**src/rtl/raycast_pkg.sv**
```systemverilog
// Shared types for the raycaster column packet path:
// packet field layout, FIFO entry and TX state encoding.
package raycast_pkg;

  localparam int HC_W  = 9;
  localparam int LH_W  = 8;
  localparam int MAP_W = 4;
  localparam int WX_W  = 16;
  localparam int PKT_W = HC_W + LH_W + 1 + MAP_W + WX_W;

  localparam int HC_LSB  = 29;
  localparam int LH_LSB  = 21;
  localparam int WT_BIT  = 20;
  localparam int MAP_LSB = 16;
  localparam int WX_LSB  = 0;

  typedef struct packed {
    logic [HC_W-1:0]  hcount;
    logic [LH_W-1:0]  line_h;
    logic             wall_type;
    logic [MAP_W-1:0] map_data;
    logic [WX_W-1:0]  wall_x;
  } dda_packet_t;

  typedef struct packed {
    logic        last;
    dda_packet_t pkt;
  } tx_entry_t;

  typedef enum logic [1:0] {
    IDLE,
    STREAM,
    DRAIN
  } tx_state_t;

  function automatic logic [LH_W-1:0] clamp_height(
    input logic [15:0] lh,
    input logic [15:0] max_h
  );
    return (lh > max_h) ? max_h[LH_W-1:0] : lh[LH_W-1:0];
  endfunction

endpackage

```
**src/rtl/dda_tx_fifo.sv**
```systemverilog
// Small synchronous FIFO holding column packets plus their
// end-of-frame flag; head entry is presented combinationally.
module dda_tx_fifo
  import raycast_pkg::*;
#(
  parameter int DEPTH = 4
) (
  input  logic      clk,
  input  logic      rst_n,
  input  logic      push,
  input  tx_entry_t din,
  input  logic      pop,
  output tx_entry_t dout,
  output logic      full,
  output logic      empty
);

  localparam int AW = $clog2(DEPTH);
  localparam logic [AW:0] FULL_CNT = (AW+1)'(DEPTH);

  tx_entry_t     mem [DEPTH];
  logic [AW-1:0] wptr;
  logic [AW-1:0] rptr;
  logic [AW:0]   count;
  logic          do_push;
  logic          do_pop;

  assign do_push = push && !full;
  assign do_pop  = pop && !empty;
  assign full    = (count == FULL_CNT);
  assign empty   = (count == '0);
  assign dout    = mem[rptr];

  always_ff @(posedge clk or negedge rst_n) begin
    if (!rst_n) begin
      wptr  <= '0;
      rptr  <= '0;
      count <= '0;
    end else begin
      if (do_push) wptr <= wptr + 1'b1;
      if (do_pop)  rptr <= rptr + 1'b1;
      unique case (1'b1)
        do_push && !do_pop: count <= count + 1'b1;
        do_pop && !do_push: count <= count - 1'b1;
        default:            count <= count;
      endcase
    end
  end

  always_ff @(posedge clk) begin
    if (do_push) mem[wptr] <= din;
  end

endmodule

```
**src/rtl/dda_packet_tx.sv**
```systemverilog
// Packs DDA column results into AXI-stream beats, one frame
// sweep per frame_start, with sticky overflow/sequence flags.
module dda_packet_tx
  import raycast_pkg::*;
#(
  parameter int SCREEN_WIDTH  = 320,
  parameter int SCREEN_HEIGHT = 180,
  parameter int DEPTH         = 4
) (
  input  logic             pixel_clk_in,
  input  logic             rst_n_in,
  input  logic             frame_start_in,
  input  logic             dda_valid_in,
  input  logic [HC_W-1:0]  hcount_ray_in,
  input  logic [15:0]      lineHeight_in,
  input  logic             wallType_in,
  input  logic [MAP_W-1:0] mapData_in,
  input  logic [WX_W-1:0]  wallX_in,
  output logic             dda_ready_out,
  output logic             tx_axis_tvalid_out,
  input  logic             tx_axis_tready_in,
  output logic [PKT_W-1:0] tx_axis_tdata_out,
  output logic             tx_axis_tlast_out,
  output logic             frame_done_out,
  output logic             overflow_err_out,
  output logic             seq_err_out
);

  localparam logic [HC_W-1:0] LAST_COL = HC_W'(SCREEN_WIDTH - 1);
  localparam logic [15:0]     MAX_H    = 16'(SCREEN_HEIGHT);

  tx_state_t       state;
  tx_state_t       state_nxt;
  logic            arm_ok;
  logic            full;
  logic            empty;
  logic            push;
  logic            pop;
  logic            drop;
  logic            start;
  logic            done;
  logic [HC_W-1:0] exp_col;
  tx_entry_t       entry;
  tx_entry_t       head;

  // Gates frame_start until one edge after reset release.
  always_ff @(posedge pixel_clk_in or negedge rst_n_in) begin
    if (!rst_n_in) arm_ok <= 1'b0;
    else           arm_ok <= 1'b1;
  end

  assign dda_ready_out = (state == STREAM) && !full;
  assign push  = dda_valid_in && dda_ready_out;
  assign drop  = dda_valid_in && !dda_ready_out;
  assign start = (state == IDLE) && frame_start_in && arm_ok;
  assign pop   = !empty && tx_axis_tready_in;
  assign done  = (state == DRAIN) && pop && head.last;

  always_comb begin
    entry               = '0;
    entry.last          = (hcount_ray_in == LAST_COL);
    entry.pkt.hcount    = hcount_ray_in;
    entry.pkt.line_h    = clamp_height(lineHeight_in, MAX_H);
    entry.pkt.wall_type = wallType_in;
    entry.pkt.map_data  = mapData_in;
    entry.pkt.wall_x    = wallX_in;
  end

  always_comb begin
    state_nxt = state;
    unique case (state)
      IDLE:    if (start) state_nxt = STREAM;
      STREAM:  if (push && entry.last) state_nxt = DRAIN;
      DRAIN:   if (done) state_nxt = IDLE;
      default: state_nxt = IDLE;
    endcase
  end

  always_ff @(posedge pixel_clk_in or negedge rst_n_in) begin
    if (!rst_n_in) begin
      state            <= IDLE;
      exp_col          <= '0;
      frame_done_out   <= 1'b0;
      overflow_err_out <= 1'b0;
      seq_err_out      <= 1'b0;
    end else begin
      state          <= state_nxt;
      frame_done_out <= done;
      if (start)     exp_col <= '0;
      else if (push) exp_col <= exp_col + 1'b1;
      overflow_err_out <= (overflow_err_out && !start) || drop;
      seq_err_out      <= (seq_err_out && !start)
                       || (push && (hcount_ray_in != exp_col));
    end
  end

  dda_tx_fifo #(
    .DEPTH(DEPTH)
  ) u_fifo (
    .clk   (pixel_clk_in),
    .rst_n (rst_n_in),
    .push  (push),
    .din   (entry),
    .pop   (pop),
    .dout  (head),
    .full  (full),
    .empty (empty)
  );

  assign tx_axis_tvalid_out = !empty;
  assign tx_axis_tlast_out  = !empty && head.last;

  always_comb begin
    tx_axis_tdata_out = '0;
    if (!empty) begin
      tx_axis_tdata_out[HC_LSB +: HC_W]   = head.pkt.hcount;
      tx_axis_tdata_out[LH_LSB +: LH_W]   = head.pkt.line_h;
      tx_axis_tdata_out[WT_BIT]           = head.pkt.wall_type;
      tx_axis_tdata_out[MAP_LSB +: MAP_W] = head.pkt.map_data;
      tx_axis_tdata_out[WX_LSB +: WX_W]   = head.pkt.wall_x;
    end
  end

endmodule

```
**config.mk**
```make
export PLATFORM = sky130hd
export DESIGN_NAME = dda_packet_tx
export DESIGN_NICKNAME = d
export VERILOG_FILES = /design/src/rtl/raycast_pkg.sv /design/src/rtl/dda_tx_fifo.sv /design/src/rtl/dda_packet_tx.sv
export SDC_FILE = /design/constraint.sdc
export NUM_CORES = 1
export LEC_CHECK = 0
export ABC_CLOCK_PERIOD_IN_PS = 3200
export BUFFER_PORTS_ARGS = -buffer_cell sky130_fd_sc_hd__buf_2
export CORE_MARGIN = 4
export CORE_UTILIZATION = 57
export CTS_BUF_LIST = sky130_fd_sc_hd__clkbuf_8 sky130_fd_sc_hd__clkbuf_16
export DETAILED_ROUTE_END_ITERATION = 10
export PLACE_DENSITY = 0.79
export SLEW_MARGIN = 15
export SYNTH_ARGS = -nofsm -noshare
export SYNTH_HDL_FRONTEND = slang
export SYNTH_HIERARCHICAL = 1
export SYNTH_SLANG_ARGS = --single-unit
```
**constraint.sdc**
```tcl
create_clock -name pixel_clk_in -period 3.2 [get_ports pixel_clk_in]
set_input_delay 0.16 -clock pixel_clk_in [delete_from_list [all_inputs] [get_ports pixel_clk_in]]
set_output_delay 0.16 -clock pixel_clk_in [all_outputs]
set_load 0.02 [all_outputs]
```
==> run_results.csv <==
group,metric,value,unit
final_layout,finish.utilization,69.8,%
job,drv_cap,0,
clock_network,ctsResizeCount,0,
power_and_ir_drop,power_density,912,nW/um^2
timing,timing.hold.ws,20.3,ps
critical_path,end_kind,"register",
hold_path,holdCritPathClass,"primary input to register",
place,hpwl,8550,microns
yosys,synth.most_common_cell,"edfxtp_1",
timing,max_clock_freq,398,MHz
detailed_routing,vias,3874,
clock_network,cts_setup_buffers,0,
yosys,synth.avg_cell_area,18.8,sq um
yosys,synth_nets,446,
grt,gr-total-overflow,0,
timing,setup_violations,0,
yosys,synthTopCellsByArea,"edfxtp_1, mux4_2, dfrtp_1",
yosys,ys.flop_type,"edfxtp_1",
yosys,synth_compound_area_share,1.10,%
floorplan,coreArea,12600,sq um
clock_network,cts_hold_buf,25,
detailed_routing,routed_via_density,5.49,
grt,grt.total_usage,19.7,%
timing,fin_skew,8.81,ps
final_layout,drive_gt1_share,35.2,%
clock_network,htreeDepth,4,
timing,setup_tns,0,ps
critical_path,cp_max_fo,22,
grt,grt_pass1_vias,4090,
power_and_ir_drop,p_int,5.28,mW
yosys,syn_inst,388,
floorplan,ioPinCount,95,
detailed_routing,wirelength,13300,microns
yosys,synth-xor-area-share,2.40,%
floorplan,initial_core_util,58.0,%
place,globalplace.congestion,0.797,
final_layout,antenna_cells,0,
floorplan,rows,41,
yosys,synth_top_family_by_area,"multiplexers",
yosys,netlist.area_leader.share,64.3,%
clock_network,clock_latency,430,ps
yosys,synthDistinctLibCells,44,
power_and_ir_drop,power_switching,2.72,mW
timing,hold_viol_final,0,
detailed_routing,ant_nets,0,
clock_network,cts_made_buffers,17,
timing,relSlewSlack,53.3,%
power_and_ir_drop,clock_power_share,24.3,%
timing,rsz0062_at_grt,"false",
final_layout,nNetsFinal,579,
power_and_ir_drop,seq_power_share,40.6,%
outcome,status,"completed",
yosys,ys_seq_area_share,71.9,%
yosys,syn_area,7290,sq um
yosys,synth_edf_count,156,
timing,fin_crit_sh,78.5,%
detailed_routing,drtIter0Drc,287,
yosys,ys_warn_count,6,
power_and_ir_drop,pwr-share-comb,35.2,%
yosys,synth_fa_ha_area_share,1.31,%
final_layout,area_delta_synth_final,20.5,%
clock_network,root_buffer,"clkbuf_16",
detailed_routing,drtPass1Iterations,4,
yosys,yosysTopAreaCell,"edfxtp_1",
detailed_routing,drcViolationCount,0,
clock_network,path_clk_slew,70,ps
critical_path,cp.required,3330,ps
grt,antenna_found_initial,0,
yosys,synth_simple_gate_area_share,8.36,%
yosys,synthTopCellsByCount,"edfxtp_1, nor2b_1, mux4_2",
floorplan,die_x,121,microns
place,numPortBuffers,94,
yosys,ys_ff_latch,178,
critical_path,start_kind,"register",
power_and_ir_drop,p_sw_share,34.0,%
clock_network,ctsLongestPathBuffers,2,
clock_network,cts_tree,"built",
detailed_routing,wl_per_cell,18.8,microns
grt,grt_pass1_wl,21200,microns
floorplan,die_h,121,microns
timing,maxSlewViolCount,0,
yosys,async_flop_share,12.4,%
critical_path,crit_arrival,2640,ps
yosys,synthMuxAreaShare,12.4,%
timing,tightest_slew,694,ps
clock_network,clock_sink_count,178,
power_and_ir_drop,ir_worst_vdd,0.463,mV
power_and_ir_drop,leakage,3.18,nW
critical_path,crit_type,"register to register",
floorplan,dieArea,14700,sq um
timing,fin_crit,2510,ps
grt,grt_max_degree,41,
path summary, 6_finish.rpt:
kind	slack, ps	depth (start not counted)	to	from
worst min-delay path	20	1	u_fifo/mem[0][34]	hcount_ray_in[5]
max in group asynchronous	2600	2	u_fifo/rptr[0]	rst_n_in
min in group asynchronous	240	2	frame_done_out	rst_n_in
worst max-delay path	690	7	u_fifo/mem[0][20]	u_fifo/count[2]
worst min register to register	520	2	seq_err_out	seq_err_out
worst max register to register	690	7	u_fifo/mem[0][20]	u_fifo/count[2]
routing by layer:
metal	GRT usage, %	vias to the layer above	wire, microns	share of wire, %
li1	-	1763	-	-
met1	24.5	1957	5330	40
met2	32.8	129	6870	52
met3	4.80	25	715	5.4
met4	9.07	0	348	2.6
met5	0	-	0	0
cells in the final DEF (no fill, tap or decap), types with 3 or more instances in the layout:
cell / n
and2_2: 4
and3_1: 4
buf_12: 3
buf_2: 94
buf_4: 6
clkbuf_16: 17
clkinv_4: 5
dfrtp_1: 20
dlygate4sd3_1: 25
edfxtp_1: 156
ha_1: 6
inv_1: 12
inv_6: 5
inv_8: 3
mux4_2: 38
nand2_1: 10
nand3_1: 10
nand4_1: 3
nor2_1: 10
nor2b_1: 40
o21ai_0: 6
or4_1: 3
xnor2_1: 10
xor2_1: 10
state kept, by name, indices dropped and copies added, names as in the netlist:
signal	count
arm_ok	1
exp_col	9
frame_done_out	1
overflow_err_out	1
seq_err_out	1
state	2
u_fifo/count	3
u_fifo/mem	156
u_fifo/rptr	2
u_fifo/wptr	2
worst max-delay path: stages, from the launching register on:
cell and delay (ps):
dfrtp_1 430, nor3b_2 210, nor3b_4 270, nand2_4 110
clkinv_4 100, nor2b_2 290, and2_2 540, buf_12 250
area by class of cell:
class,instances,area [sq um]
inverters,13,53.8
flip-flops and latches,178,5240
well taps,172,215
clock buffers,17,425
fillers,815,3790
multi-input cells,183,1880
clock inverters,15,144
repair buffers,128,826
cells by family after synthesis:
group,after synthesis
flops,178
simple gates,101
mux,41
buf+inv,27
xor+xnor,20
compound gates,13
fa+ha+maj,7
other cells,1
through the flow:
step	area [sq um]	instances	setup WS (ps)	total power, mW
6_report	8780	706	687	8.01
5_1_grt	8780	706	527	8.43
4_1_cts	8780	706	658	8.11
3_5_place_dp	7960	649	700	6.12
3_3_place_gp	7960	649	763	6.04
2_1_floorplan	7290	388	433	5.35
power by group through the flow:
stage	Combinational, mW	Sequential [mW]	Clock (mW)
finish	2.81	3.25	1.94
global route	3.04	3.29	2.10
CTS	2.87	3.26	1.99
detailed placement	2.82	3.30	0
global placement	2.78	3.26	0
floorplan	2.14	3.21	0
(Power assumes the default switching activity.)
